**config.mk**
```make
export PLATFORM = sky130hd
export DESIGN_NAME = kypd_scanner
export DESIGN_NICKNAME = d
export VERILOG_FILES = /design/src/rtl/kypd_scanner.sv
export SDC_FILE = /design/constraint.sdc
export NUM_CORES = 1
export LEC_CHECK = 0
export CORE_UTILIZATION = 30
export DETAILED_ROUTE_END_ITERATION = 7
export DONT_BUFFER_PORTS = 1
export MAX_ROUTING_LAYER = met4
export SETUP_SLACK_MARGIN = 0.5
export SYNTH_ARGS = -nofsm -noshare
export SYNTH_HDL_FRONTEND = slang
export SYNTH_SLANG_ARGS = --single-unit
export TNS_END_PERCENT = 10
```
**constraint.sdc**
```tcl
create_clock -name clock -period 3.71 [get_ports clock]
set_input_delay 0.1855 -clock clock [delete_from_list [all_inputs] [get_ports clock]]
set_output_delay 0.1855 -clock clock [all_outputs]
set_load 0.005 [all_outputs]
```
**src/rtl/kypd_scanner.sv**
```systemverilog
// kypd_scanner -- 4x4 matrix keypad scanner with debounce and event handshake.
//
// Drives one row low at a time and holds it for SCAN_COUNT cycles. The
// synchronized columns are sampled on the last cycle of each row. After all
// four rows are sampled, the 16-bit snapshot is classified as NONE, SINGLE(k)
// or MULTI. A small FSM debounces presses and releases over DEB_SCANS scans
// and emits one key event per accepted press.
//
// Optional feature: define KYPD_REPEAT_EN to enable auto-repeat. The first
// re-emit comes after 128 matching scans, then one every 32 scans. Without
// the macro no repeat counter exists.
//
// Handshake: key_valid_o rises when an event is loaded and stays high until
// key_ack_i is sampled high. key_code_o is stable while key_valid_o is high.
// An event that arrives while valid is high and no ack is present is dropped,
// and overrun_o pulses for one cycle. If ack and a new event arrive in the
// same cycle, the new event is loaded and valid stays high.
//
// Ports:
//   clock        system clock
//   reset        asynchronous active-low reset
//   col_i[3:0]   keypad columns, active-low, asynchronous
//   row_o[3:0]   keypad rows, active-low, one bit low at a time
//   key_valid_o  event pending
//   key_code_o   hex code of the pending key
//   key_ack_i    consumer acknowledge
//   key_held_o   a debounced key is currently down
//   overrun_o    one-cycle pulse for each dropped event
//   state_dbg    current debounce FSM state (0 idle, 1 debounce, 2 pressed, 3 release)

module kypd_scanner #(
    parameter int SCAN_COUNT = 50000,
    parameter int DEB_SCANS  = 4
) (
    input  logic       clock,
    input  logic       reset,
    input  logic [3:0] col_i,
    output logic [3:0] row_o,
    output logic       key_valid_o,
    output logic [3:0] key_code_o,
    input  logic       key_ack_i,
    output logic       key_held_o,
    output logic       overrun_o,
    output logic [1:0] state_dbg
);

    localparam int            CW     = (SCAN_COUNT > 1) ? $clog2(SCAN_COUNT) : 1;
    localparam logic [CW-1:0] C_LAST = CW'(SCAN_COUNT - 1);
    localparam logic [3:0]    DEB    = 4'(DEB_SCANS);

    typedef enum logic [1:0] {IDLE, DEBOUNCE, PRESSED, RELEASE} state_t;
    typedef enum logic [1:0] {CLS_NONE, CLS_SINGLE, CLS_MULTI} class_t;

    logic [3:0]    col_s1, col_s2;
    logic [1:0]    r;
    logic [CW-1:0] c;
    logic [15:0]   snap;
    state_t        state, state_nxt;
    logic [3:0]    n, n_nxt;
    logic [3:0]    cand, cand_nxt;
    logic          valid;
    logic [3:0]    code;
    logic          ovr;

    logic          sample, done;
    logic [15:0]   full;
    class_t        cls;
    logic [3:0]    idx;
    logic [3:0]    key;
    logic          emit;
    logic [3:0]    emit_code;
    logic [3:0]    n_inc;

`ifdef KYPD_REPEAT_EN
    logic [7:0]    rpt, rpt_nxt;
`endif

    // Map a snapshot bit index (4*row + column) to the printed key value.
    function automatic logic [3:0] key_of(input logic [3:0] i);
        case (i)
            4'd0:    key_of = 4'h1;
            4'd1:    key_of = 4'h2;
            4'd2:    key_of = 4'h3;
            4'd3:    key_of = 4'hA;
            4'd4:    key_of = 4'h4;
            4'd5:    key_of = 4'h5;
            4'd6:    key_of = 4'h6;
            4'd7:    key_of = 4'hB;
            4'd8:    key_of = 4'h7;
            4'd9:    key_of = 4'h8;
            4'd10:   key_of = 4'h9;
            4'd11:   key_of = 4'hC;
            4'd12:   key_of = 4'h0;
            4'd13:   key_of = 4'hF;
            4'd14:   key_of = 4'hE;
            default: key_of = 4'hD;
        endcase
    endfunction

    assign row_o       = ~(4'b0001 << r);
    assign key_valid_o = valid;
    assign key_code_o  = code;
    assign overrun_o   = ovr;
    assign key_held_o  = (state == PRESSED) || (state == RELEASE);
    assign state_dbg   = state;

    assign sample = (c == C_LAST);
    assign done   = sample && (r == 2'd3);
    // Row 3 is still being written on the completing cycle, so classify the
    // snapshot with the live synchronized columns in its place.
    assign full   = {col_s2, snap[11:0]};
    assign key    = key_of(idx);
    assign n_inc  = n + 4'd1;

    // Column synchronizer, row/cycle counters and snapshot capture.
    always_ff @(posedge clock or negedge reset) begin
        if (!reset) begin
            col_s1 <= 4'hF;
            col_s2 <= 4'hF;
            r      <= 2'd0;
            c      <= '0;
            snap   <= 16'hFFFF;
        end else begin
            col_s1 <= col_i;
            col_s2 <= col_s1;
            if (sample) begin
                c                   <= '0;
                r                   <= r + 2'd1;
                snap[{r, 2'b00} +: 4] <= col_s2;
            end else begin
                c <= c + CW'(1);
            end
        end
    end

    // Classify the completed snapshot; a column reads low when its key is down.
    always_comb begin
        cls = CLS_NONE;
        idx = 4'd0;
        for (int i = 0; i < 16; i++) begin
            if (!full[i]) begin
                if (cls == CLS_NONE) begin
                    cls = CLS_SINGLE;
                    idx = 4'(i);
                end else begin
                    cls = CLS_MULTI;
                end
            end
        end
    end

    // Debounce FSM, state register.
    always_ff @(posedge clock or negedge reset) begin
        if (!reset) begin
            state <= IDLE;
            n     <= 4'd0;
            cand  <= 4'd0;
`ifdef KYPD_REPEAT_EN
            rpt   <= 8'd0;
`endif
        end else begin
            state <= state_nxt;
            n     <= n_nxt;
            cand  <= cand_nxt;
`ifdef KYPD_REPEAT_EN
            rpt   <= rpt_nxt;
`endif
        end
    end

    // Debounce FSM, next state and emit decision (acts only on scan complete).
    always_comb begin
        state_nxt = state;
        n_nxt     = n;
        cand_nxt  = cand;
        emit      = 1'b0;
        emit_code = cand;
`ifdef KYPD_REPEAT_EN
        rpt_nxt   = rpt;
`endif
        if (done) begin
            case (state)
                IDLE: begin
                    if (cls == CLS_SINGLE) begin
                        cand_nxt  = key;
                        n_nxt     = 4'd1;
                        emit_code = key;
                        if (DEB == 4'd1) begin
                            emit      = 1'b1;
                            state_nxt = PRESSED;
`ifdef KYPD_REPEAT_EN
                            rpt_nxt   = 8'd0;
`endif
                        end else begin
                            state_nxt = DEBOUNCE;
                        end
                    end
                end
                DEBOUNCE: begin
                    if (cls == CLS_SINGLE && key == cand) begin
                        n_nxt = n_inc;
                        if (n_inc == DEB) begin
                            emit      = 1'b1;
                            state_nxt = PRESSED;
`ifdef KYPD_REPEAT_EN
                            rpt_nxt   = 8'd0;
`endif
                        end
                    end else if (cls == CLS_SINGLE) begin
                        cand_nxt = key;
                        n_nxt    = 4'd1;
                    end else begin
                        n_nxt     = 4'd0;
                        state_nxt = IDLE;
                    end
                end
                PRESSED: begin
                    if (cls == CLS_NONE) begin
`ifdef KYPD_REPEAT_EN
                        rpt_nxt = 8'd0;
`endif
                        if (DEB == 4'd1) begin
                            n_nxt     = 4'd0;
                            state_nxt = IDLE;
                        end else begin
                            n_nxt     = 4'd1;
                            state_nxt = RELEASE;
                        end
                    end
`ifdef KYPD_REPEAT_EN
                    else if (cls == CLS_SINGLE && key == cand) begin
                        // 128th matching scan fires the first repeat; reloading
                        // 96 makes every following repeat 32 scans apart.
                        if (rpt == 8'd127) begin
                            emit    = 1'b1;
                            rpt_nxt = 8'd96;
                        end else begin
                            rpt_nxt = rpt + 8'd1;
                        end
                    end else begin
                        rpt_nxt = 8'd0;
                    end
`endif
                end
                RELEASE: begin
                    if (cls == CLS_NONE) begin
                        if (n_inc == DEB) begin
                            n_nxt     = 4'd0;
                            state_nxt = IDLE;
                        end else begin
                            n_nxt = n_inc;
                        end
                    end else begin
                        state_nxt = PRESSED;
`ifdef KYPD_REPEAT_EN
                        rpt_nxt   = 8'd0;
`endif
                    end
                end
                default: state_nxt = IDLE;
            endcase
        end
    end

    // Event handshake. An ack in the same cycle as an emit frees the slot,
    // so the new event loads without an overrun.
    always_ff @(posedge clock or negedge reset) begin
        if (!reset) begin
            valid <= 1'b0;
            code  <= 4'd0;
            ovr   <= 1'b0;
        end else begin
            ovr <= 1'b0;
            if (emit) begin
                if (!valid || key_ack_i) begin
                    code  <= emit_code;
                    valid <= 1'b1;
                end else begin
                    ovr <= 1'b1;
                end
            end else if (key_ack_i) begin
                valid <= 1'b0;
            end
        end
    end

endmodule

```
==> metrics.md, run 1 <==
| Metric | Value |
|---|---|
| Status | `finished, violations left` |
| Failing checks | `negative setup slack` |
| Final period util | `102%` |
| CP bufs+invs | `2` |
| WP data required | `3.91 ns` |
| Path type of the worst setup path | `register to register` |
| Unrepaired setup endpoints after global routing | `yes` |
| Yosys warns | `0` |
| CTS Sinks | `54` |
| Crit Path Max Fanout | `5` |
| Tot Pwr | `just under 1000 uW` |
| Worst Hold End | `overrun_o$_DFF_PN0_` |
| Total number of vias | `2521` |
| Synthesized instance count | `351` |
| Worst reg2reg startpoint | `snap[0]$_DFFE_PN1P_` |
| Leak | `roughly 0.0015 uW` |
| Clock Tree Buf Depth | `2` |
| Total Die Area | `11300 um^2` |
| Adder-cell share of the synthesized area | `6.07%` |
| DRT antenna net count | `0` |
| ANT cells | `0` |
| Hold Path Class | `input pin to register` |
| Syn Nets | `373` |
| Final Max Tran Viols | `0` |
| Cell variety after synth | `63` |
| DRT iter0 DRCs | `around 140` |
| Number of flops mapped to enable cells by yosys | `0` |
| Worst clock skew | `0.0141 ns` |
| Avg Cell Area, Syn | `9.34 um^2` |
| # IOs | `20` |
| Setup TNS | `-0.399 ns` |
| Nature of the critical path endpoint | `register` |
| Reg2reg end | `key_code_o[3]$_DFFE_PN0P_` |
| CTS buffer count | `5` |
| Post-synthesis mux area share | `5.27%` |
| Most frequent cell after synthesis | `nand2_1` |
| Starting Density | `31.3%` |
| Worst-path clk slew | `0.10 ns` |
| Post-synthesis compound-gate area fraction | `between 10% and 20%` |
| IO Port Bufs | `0` |
| Top cells by count, synth | `nand2_1, dfrtp_1, nor2_1` |
| Nets | `392` |
| Total wire length | `6690 um` |
| Post-synth top area cell | `dfrtp_1` |
| Layout area overhead | `17.1%` |
| Yosys reg bits | `54` |
| # rows | `37` |
| Finished Core Util | `a little under two fifths` |
| Pin count of the biggest net entering global routing | `55` |
| DPL Wire Length | `4880 um` |
| Top cell type's share of synthesized area | `26.0%` |
| Max-Cap Viols | `0` |
| Crit-path leading delay family | `compound AO/OA/AOI/OAI gates` |
| Fraction of synthesized cell area in xor and xnor cells | `6.15%` |
| Largest family of logic cells by synthesized area | `simple AND/OR/NAND/NOR gates` |
| Critical path startpoint category | `register` |
| Die Ht | `107 um` |
| WL per Instance | `13.2 um` |
| Fin crit period | `between 3 and 4 ns` |
| Fillers | `around 1.1k` |
| Die width | `107 um` |
| Post-Synth Simple-Gate Area | `21.1%` |
| Total track usage | `13.2%` |
| Worst reg-to-reg path cell count | `16` |
| Clock root buffer | `clkbuf_8` |
| Arrival time at the worst endpoint | `4.00 ns` |
| Cell Chain, Critical Path | `inv_2, ha_4, or3b_4, o221a_4, o221ai_4, a211oi_4, or2b_1, o21a_1, inv_2, ha_4, a31oi_1, o211ai_1, xnor2_1, and4_4, nand4_4, mux2_4` |
| Number of global-route vias before repair | `2471` |
| Layout cell share with drive strength beyond 1 | `23.2%` |
| Setup WS pre-CTS | `-0.262 ns` |
| CP max stage delay | `0.54 ns` |
| CP max-delay cell | `dfstp_2` |
| First-pass GRT wire length | `11700 um` |
| Dominant cells by area after synthesis | `dfrtp_1, dfstp_2, nand2_1` |
| Initial antenna violation count | `0` |
| Gp weighted congestion | `approximately 0.8` |
| Seq/Total Area, Yosys | `42.0%` |
| H-tree depth | `2` |
| Clock Latency Late Sink | `0.31 ns` |
| DR DRC count | `0` |
| Fmax | `264 MHz` |
| Final Worst Setup Slack | `-0.0838 ns` |
| Drt pass-1 iters | `4` |
| Hold Vio Cnt, Final | `0` |
| Max VDD drop | `around 0.12 mV` |
| CTS tree | `built` |
| Pwr per Cell Area | `around 250 nW/um^2` |
| Final Setup Violations | `9` |
| R2R setup slack | `-0.08 ns` |
| Routed vias/inst | `4.97` |
| Slew margin rel. | `67.1%` |
| Slew @ Worst Pin | `0.488 ns` |
| Ys flop type | `dfrtp_1` |
| Critical hold path startpoint | `key_ack_i` |
| Asr flop ratio synth | `100%` |
| Core Area | `about 10000 um^2` |
| Synth Cell Area | `3280 um^2` |
| Total gr overflow | `0` |
| Worst hold path depth | `2` |
stage by stage:
step | hold WS, ns | instance area, um^2 | cells
4_1_cts | 0.144 | 3800 | 506
3_5_place_dp | -0.105 | 3570 | 491
2_1_floorplan | -0.110 | 3320 | 351
5_1_grt | 0.152 | 3840 | 507
6_report | 0.145 | 3840 | 507
3_3_place_gp | -0.107 | 3570 | 491
cells in the final DEF (no fill, tap or decap), drive strengths merged, types with 2 or more instances in the layout:
cell type / n
nand2: 53
dfrtp: 34
nor2: 26
o21ai: 25
buf: 21
inv: 21
dfstp: 20
xnor2: 16
ha: 15
mux2: 12
a21oi: 11
nand3: 10
and3: 9
xor2: 7
nand4: 7
clkbuf: 7
nor3: 7
a31oi: 6
nor2b: 5
dlygate4sd3: 5
nand2b: 4
o211ai: 3
o21a: 3
nor4: 3
o22ai: 3
mux2i: 3
o31ai: 3
a211o: 3
a21boi: 2
nand3b: 2
a211oi: 2
a21o: 2
or2: 2
what timing repair did:
item,in CTS,in global routing
setup endpoints to repair,16,16
endpoints found under the hold margin,58,0
buffers inserted,1,1
pin swaps,14,8
resized for setup,14,6
hold buffers,6,0
how the worst max path moves through the flow:
stage,start,to,slack (ns),cells after the start
CTS,snap[0]$_DFFE_PN1P_,key_code_o[3]$_DFFE_PN0P_,-0.13,16
detailed placement,snap[1]$_DFFE_PN1P_,n[2]$_DFFE_PN0P_,-0.26,18
finish,snap[0]$_DFFE_PN1P_,key_code_o[3]$_DFFE_PN0P_,-0.08,16
global placement,snap[1]$_DFFE_PN1P_,key_code_o[1]$_DFFE_PN0P_,-0.16,15
floorplan,snap[0]$_DFFE_PN1P_,key_code_o[0]$_DFFE_PN0P_,-0.11,17
global route,snap[0]$_DFFE_PN1P_,n[2]$_DFFE_PN0P_,-0.31,17
power breakdown:
group / internal, uW / leakage (uW) / switching [uW]
logic: 9.58 / 0.000806 / 15.9
registers: 597 / 0.000669 / 6.48
clock network: 155 / 0.0000489 / 193
total: 761 / 0.00152 / 216
cell type report:
type / instances / area, um^2 / share of cell area (%)
Clock inverter: 1 / 8.76 / 0.228
Tap cell: 136 / 170 / 4.43
Timing Repair Buffer: 26 / 231 / 6.03
Inverter: 20 / 75.1 / 1.96
Clock buffer: 7 / 86.3 / 2.25
Sequential cell: 54 / 1380 / 35.9
Multi-Input combinational cell: 263 / 1890 / 49.3
flip-flops by register name (all words and copies together) (netlist names):
signal	cells
cand	4
snap	12
c	16
col_s2	4
col_s1	4
key_valid_o	1
overrun_o	1
r	2
n	4
state_dbg	2
key_code_o	4
cell families after synthesis:
group           after synthesis
simple gates                137
buf+inv                      34
mux                          15
xor+xnor                     23
flops                        54
fa+ha+maj                    16
compound gates               72
metal layers:
layer / vias up / part of all wire (%) / track usage [%]
met2: 46 / 48 / 21.8
li1: 1261 / - / -
met4: 0 / 1.3 / 4.50
met1: 1204 / 47 / 15.9
met5: - / 0 / -
met3: 10 / 3.7 / 2.88
(Power assumes the default switching activity.)
==> run 2: changes to the inputs <==
--- a/config.mk
+++ b/config.mk
@@ -5,6 +5,7 @@
 export SDC_FILE = /design/constraint.sdc
 export NUM_CORES = 1
 export LEC_CHECK = 0
+export CORE_ASPECT_RATIO = 1.75
 export CORE_UTILIZATION = 30
 export DETAILED_ROUTE_END_ITERATION = 7
 export DONT_BUFFER_PORTS = 1
==> metrics.md, run 2 (synthesis results as in run 1) <==
| Metric | Value |
|---|---|
| Status | `finished, violations left (unchanged)` |
| Failing checks | `negative setup slack (unchanged)` |
| Total Die Area | `11400 um^2 (was 11300 um^2)` |
| Total gr overflow | `0 (unchanged)` |
| Worst reg2reg startpoint | `snap[0]$_DFFE_PN1P_ (unchanged)` |
| Critical hold path startpoint | `key_ack_i (unchanged)` |
| WL per Instance | `13.7 um (was 13.2 um)` |
| Drt pass-1 iters | `4 (unchanged)` |
| Slew margin rel. | `65.0% (was 67.1%)` |
| Post-DP Area | `3600 um^2 (was 3570 um^2)` |
| H-tree depth | `2 (unchanged)` |
| # IOs | `20 (unchanged)` |
| CP max stage delay | `0.53 ns (was 0.54 ns)` |
| Initial antenna violation count | `0 (unchanged)` |
| Final Max Tran Viols | `0 (unchanged)` |
| Max-Cap Viols | `0 (unchanged)` |
| Fin cells | `505 (was 507)` |
| Crit-path leading delay family | `compound AO/OA/AOI/OAI gates (unchanged)` |
| CTS buffer count | `5 (unchanged)` |
| Clock root buffer | `clkbuf_16 (was clkbuf_8)` |
| Die width | `81.0 um (was 107 um)` |
| Hold Vio Cnt, Final | `0 (unchanged)` |
| DR DRC count | `0 (unchanged)` |
| Total track usage | `14.2% (was 13.2%)` |
| Total number of vias | `2546 (was 2521)` |
| DRT antenna net count | `0 (unchanged)` |
| Reg2reg end | `cand[2]$_DFFE_PN0P_ (was key_code_o[3]$_DFFE_PN0P_)` |
| Most common cell after layout, fill and taps aside | `nand2_1 (unchanged)` |
| Busiest grt layer | `met2 (unchanged)` |
| Number of global-route vias before repair | `2767 (was 2471)` |
| Gp weighted congestion | `0.846 (was 0.805)` |
| Worst clock skew | `0.00729 ns (was 0.0141 ns)` |
| GR Util met2 | `27.1% (was 21.8%)` |
| WP data required | `3.89 ns (was 3.91 ns)` |
| Met1 GRT Util | `13.3% (was 15.9%)` |
| # rows | `50 (was 37)` |
| Pwr per Cell Area | `294 nW/um^2 (was 255 nW/um^2)` |
| Worst-case hold slack | `0.169 ns (was 0.145 ns)` |
| Commonest cells after routing, fill and taps aside | `nand2_1, dfrtp_1, nor2_1 (unchanged)` |
| Layout cell share with drive strength beyond 1 | `22.7% (was 23.2%)` |
| Pin count of the biggest net entering global routing | `55 (unchanged)` |
| Total wire length | `6940 um (was 6690 um)` |
| Nature of the critical path endpoint | `register (unchanged)` |
| Cell Chain, Critical Path | `inv_2, ha_4, or3b_4, o221a_4, o221ai_4, a211oi_4, or2b_1, o21a_1, inv_2, ha_4, a31oi_1, o211ai_1, xnor2_1, and4_4, buf_4, a21oi_4, mux2_4 (was inv_2, ha_4, or3b_4, o221a_4, o221ai_4, a211oi_4, or2b_1, o21a_1, inv_2, ha_4, a31oi_1, o211ai_1, xnor2_1, and4_4, nand4_4, mux2_4)` |
| CP bufs+invs | `3 (was 2)` |
| Clock Tree Buf Depth | `2 (unchanged)` |
| Worst-path clk slew | `0.07 ns (was 0.10 ns)` |
| Unrepaired setup endpoints after global routing | `yes (unchanged)` |
| Top Registers | `c: 16 flops, snap: 12 flops (unchanged)` |
| Largest register FFs | `16 (unchanged)` |
| Arrival time at the worst endpoint | `4.06 ns (was 4.00 ns)` |
| Starting Density | `30.8% (was 31.3%)` |
| Fmax | `258 MHz (was 264 MHz)` |
| Worst Hold End | `key_valid_o$_DFFE_PN0P_ (was overrun_o$_DFF_PN0_)` |
| Crit Path Max Fanout | `5 (unchanged)` |
| Tot Pwr | `1150 uW (was 977 uW)` |
| CTS tree | `built (unchanged)` |
| Hold Path Class | `input pin to register (unchanged)` |
| Path type of the worst setup path | `register to register (unchanged)` |
| CTS Sinks | `54 (unchanged)` |
| Core Area | `10600 um^2 (was 10500 um^2)` |
| CP max-delay cell | `dfstp_2 (unchanged)` |
| Max VDD drop | `0.167 mV (was 0.119 mV)` |
| Nets | `396 (was 392)` |
| Design area | `3910 um^2 (was 3840 um^2)` |
| DRT iter0 DRCs | `112 (was 143)` |
| Most flops, register | `c (unchanged)` |
| Met3 Track Usage GR | `1.63% (was 2.88%)` |
| Fin crit period | `3.87 ns (was 3.79 ns)` |
| Leak | `0.00157 uW (was 0.00152 uW)` |
| Final Setup Violations | `10 (was 9)` |
| Final Worst Setup Slack | `-0.164 ns (was -0.0838 ns)` |
| Critical path startpoint category | `register (unchanged)` |
| First-pass GRT wire length | `12400 um (was 11700 um)` |
| R2R setup slack | `-0.16 ns (was -0.08 ns)` |
| ANT cells | `0 (unchanged)` |
| Clock Latency Late Sink | `0.29 ns (was 0.31 ns)` |
| IO Port Bufs | `0 (unchanged)` |
| Worst reg-to-reg path cell count | `17 (was 16)` |
| DPL Wire Length | `5330 um (was 4880 um)` |
| Setup TNS | `-1.06 ns (was -0.399 ns)` |
| Dpl cells | `490 (was 491)` |
| Routed vias/inst | `5.04 (was 4.97)` |
| Layout area overhead | `19.2% (was 17.1%)` |
| Final period util | `104% (was 102%)` |
| Slew @ Worst Pin | `0.519 ns (was 0.488 ns)` |
| Worst hold path depth | `2 (unchanged)` |
| Die Ht | `140 um (was 107 um)` |
## run 2: area by class of cell
type	count	area [um^2]
timing repair buffer	30	262
clock inverter	1	30.0
multi-input combinational	263	1870
tap	130	163
clock buffer	7	133
fill	1098	6730
inverter	20	75.1
sequential	54	1380
## run 2: worst reg2reg max path, cell delays in order (launching register included)
cell and delay (ns):
dfstp_2 0.53, inv_2 0.04, ha_4 0.24, or3b_4 0.38, o221a_4 0.28, o221ai_4 0.23
a211oi_4 0.09, or2b_1 0.17, o21a_1 0.15, inv_2 0.07, ha_4 0.27, a31oi_1 0.07
o211ai_1 0.28, xnor2_1 0.12, and4_4 0.20, buf_4 0.14, a21oi_4 0.20, mux2_4 0.32
## run 2: per-layer routing
layer,part of all wire (%),up-vias
met5,0,-
met4,3.2,0
met3,1.7,16
met2,59,23
met1,36,1242
li1,-,1265
## run 2: power by group
group	leakage, uW	switching, uW	total, uW	internal (uW)
combinational	0.000820	15.6	25.1	9.46
clock	0.0000781	200	519	319
sequential	0.000669	6.91	604	598
total	0.00157	222	1150	926
## run 2: repair_timing
| item | in CTS | in global routing |
|---|---|---|
| setup buffers | 0 | 1 |
| hold buffers | 6 | 0 |
| pin swaps | 11 | 10 |
| endpoints found under the setup margin | 16 | 16 |
| endpoints found under the hold margin | 58 | 0 |
| resized for setup | 13 | 2 |
## run 2: worst max-delay path by stage
stage	startpoint	to	slack [ns]	cells after the start
finish	snap[0]$_DFFE_PN1P_	cand[2]$_DFFE_PN0P_	-0.16	17
global route	snap[0]$_DFFE_PN1P_	cand[2]$_DFFE_PN0P_	-0.36	17
CTS	snap[0]$_DFFE_PN1P_	key_code_o[2]$_DFFE_PN0P_	-0.18	16
detailed placement	snap[1]$_DFFE_PN1P_	n[1]$_DFFE_PN0P_	-0.31	17
global placement	snap[0]$_DFFE_PN1P_	key_code_o[1]$_DFFE_PN0P_	-0.17	16
floorplan	snap[0]$_DFFE_PN1P_	key_code_o[0]$_DFFE_PN0P_	-0.11	17
## run 2: per-stage QoR
step / setup slack (ns) / utilization, %
2_1_floorplan: -0.110 / -
3_3_place_gp: -0.165 / 33.8
3_5_place_dp: -0.309 / 33.8
4_1_cts: -0.177 / 36.6
5_1_grt: -0.360 / 36.7
6_report: -0.164 / 36.7
==> run 3: changes to the inputs <==
--- a/config.mk
+++ b/config.mk
@@ -11,6 +11,7 @@
 export DONT_BUFFER_PORTS = 1
 export MAX_ROUTING_LAYER = met4
 export SETUP_SLACK_MARGIN = 0.5
+export SKIP_LAST_GASP = 1
 export SYNTH_ARGS = -nofsm -noshare
 export SYNTH_HDL_FRONTEND = slang
 export SYNTH_SLANG_ARGS = --single-unit
==> metrics.md, run 3 (synthesis results as in run 1) <==
| Metric | Value |
|---|---|
| Status | `finished, violations left (unchanged)` |
| Failing checks | `negative setup slack (unchanged)` |
| Worst reg-to-reg path cell count | `16 (was 17)` |
| # IOs | `20 (unchanged)` |
| Commonest cells after routing, fill and taps aside | `nand2_1, dfrtp_1, nor2_1 (unchanged)` |
| ANT cells | `0 (unchanged)` |
| Final Setup Violations | `12 (was 10)` |
| Final period util | `104% (about the same)` |
| Critical path startpoint category | `register (unchanged)` |
| Design area | `3890 um^2 (was 3910 um^2)` |
| WL per Instance | `13.7 um (about the same)` |
| Hold Vio Cnt, Final | `0 (unchanged)` |
| Final Worst Setup Slack | `-0.145 ns (was -0.164 ns)` |
| Fin cells | `504 (was 505)` |
| CTS Sinks | `54 (unchanged)` |
| Setup Buffers After CTS | `0 (unchanged)` |
| # rows | `50 (unchanged)` |
| Path type of the worst setup path | `register to register (unchanged)` |
| Largest register FFs | `16 (unchanged)` |
| Max-Cap Viols | `0 (unchanged)` |
| Critical hold path startpoint | `key_ack_i (unchanged)` |
| Finished Core Util | `36.6% (was 36.7%)` |
| Worst-path clk slew | `0.07 ns (about the same)` |
| Slew margin rel. | `64.7% (was 65.0%)` |
| Slew @ Worst Pin | `0.524 ns (was 0.519 ns)` |
| Pin count of the biggest net entering global routing | `55 (unchanged)` |
| Pwr per Cell Area | `295 nW/um^2 (was 294 nW/um^2)` |
| Total wire length | `6890 um (was 6940 um)` |
| DRT antenna net count | `0 (unchanged)` |
| H-tree depth | `2 (unchanged)` |
| DR DRC count | `0 (unchanged)` |
| Nature of the critical path endpoint | `register (unchanged)` |
| Initial antenna violation count | `0 (unchanged)` |
| Hold Path Class | `input pin to register (unchanged)` |
| Dpl cells | `490 (unchanged)` |
| Total Die Area | `11400 um^2 (unchanged)` |
| Top Registers | `c: 16 flops, snap: 12 flops (unchanged)` |
| CTS tree | `built (unchanged)` |
| Layout area overhead | `18.6% (was 19.2%)` |
| Layout cell share with drive strength beyond 1 | `21.7% (was 22.7%)` |
| DRT iter0 DRCs | `113 (was 112)` |
| Nets | `395 (was 396)` |
| Total track usage | `14.2% (about the same)` |
| CTS buffer count | `5 (unchanged)` |
| Clock root buffer | `clkbuf_16 (unchanged)` |
| Fmax | `259 MHz (was 258 MHz)` |
| Post-DP Area | `3600 um^2 (unchanged)` |
| Drt pass-1 iters | `4 (unchanged)` |
| IO Port Bufs | `0 (unchanged)` |
| Clock Latency Late Sink | `0.29 ns (about the same)` |
| Number of global-route vias before repair | `2752 (was 2767)` |
| Die Ht | `140 um (unchanged)` |
| First-pass GRT wire length | `12300 um (was 12400 um)` |
| Die width | `81.0 um (unchanged)` |
| Crit Path Max Fanout | `5 (unchanged)` |
| Reg2reg end | `key_code_o[2]$_DFFE_PN0P_ (was cand[2]$_DFFE_PN0P_)` |
| Worst reg2reg startpoint | `snap[0]$_DFFE_PN1P_ (unchanged)` |
| WP data required | `3.89 ns (about the same)` |
| DPL Wire Length | `5330 um (unchanged)` |
| Starting Density | `30.8% (unchanged)` |
| Final Max Tran Viols | `0 (unchanged)` |
| Total number of vias | `2527 (was 2546)` |
| Leak | `0.00156 uW (was 0.00157 uW)` |
| Worst clock skew | `0.00673 ns (was 0.00729 ns)` |
| R2R setup slack | `-0.15 ns (was -0.16 ns)` |
| Max VDD drop | `0.168 mV (was 0.167 mV)` |
| Unrepaired setup endpoints after global routing | `yes (unchanged)` |
| Total gr overflow | `0 (unchanged)` |
| Core Area | `10600 um^2 (unchanged)` |
| Most flops, register | `c (unchanged)` |
| Fin crit period | `3.86 ns (was 3.87 ns)` |
| Clock Tree Buf Depth | `2 (unchanged)` |
| Routed vias/inst | `5.01 (was 5.04)` |
| Worst hold path depth | `2 (unchanged)` |
| Worst Hold End | `key_valid_o$_DFFE_PN0P_ (unchanged)` |
| Gp weighted congestion | `0.846 (unchanged)` |
| Arrival time at the worst endpoint | `4.04 ns (was 4.06 ns)` |
| Most common cell after layout, fill and taps aside | `nand2_1 (unchanged)` |
-- run 3: worst max-delay path, cell delays in order, from the launching register on --
cell      delay, ns
dfstp_2        0.53
inv_2          0.04
ha_4           0.24
or3b_4         0.38
o221a_4        0.28
o221ai_4       0.23
a211oi_4       0.09
or2b_1         0.17
o21a_1         0.15
inv_2          0.07
ha_4           0.26
a31oi_1        0.07
o211ai_1       0.28
xnor2_1        0.17
and4_4         0.30
nand4_4        0.15
mux2_4         0.33
-- run 3: through the flow --
step | setup slack (ns) | setup TNS (ns) | total power [uW] | hold slack, ns
2_1_floorplan | -0.110 | -0.691 | 618 | -0.110
3_3_place_gp | -0.165 | -1.65 | 621 | -0.107
3_5_place_dp | -0.309 | -3.48 | 621 | -0.106
4_1_cts | -0.179 | -1.73 | 1160 | 0.160
5_1_grt | -0.329 | -3.79 | 1190 | 0.198
6_report | -0.145 | -1.09 | 1150 | 0.162
-- run 3: how the worst max path moves through the flow --
stage                        startpoint                   endpoint  slack, ns  cells past startpoint
global route        snap[0]$_DFFE_PN1P_  key_code_o[2]$_DFFE_PN0P_      -0.33                     16
CTS                 snap[0]$_DFFE_PN1P_  key_code_o[2]$_DFFE_PN0P_      -0.18                     16
floorplan           snap[0]$_DFFE_PN1P_  key_code_o[0]$_DFFE_PN0P_      -0.11                     17
global placement    snap[0]$_DFFE_PN1P_  key_code_o[1]$_DFFE_PN0P_      -0.17                     16
detailed placement  snap[1]$_DFFE_PN1P_           n[1]$_DFFE_PN0P_      -0.31                     17
finish              snap[0]$_DFFE_PN1P_  key_code_o[2]$_DFFE_PN0P_      -0.15                     16
-- run 3: area by class of cell --
class	instances	area, um^2
Clock buffer	7	133
Fill cell	1091	6750
Clock inverter	1	30.0
Multi-Input combinational cell	263	1860
Sequential cell	54	1380
Inverter	20	75.1
Timing Repair Buffer	29	254
Tap cell	130	163
-- run 3: power by group --
part | switching, uW | total, uW | internal (uW)
Combinational | 15.6 | 25.1 | 9.46
Sequential | 6.98 | 605 | 598
Clock | 199 | 518 | 319
-- run 3: what timing repair did --
action / 4_1_cts / 5_1_grt
hold endpoints to repair: 58 / 0
hold buffers: 6 / 0
pin swaps: 7 / 8
resized for setup: 8 / 3
setup endpoints to repair: 16 / 16
-- run 3: per-layer routing --
layer	part of all wire (%)	track usage, %
met1	36	13.3
met2	59	27.1
met3	1.6	1.56
met4	3.0	6.86
met5	0	-
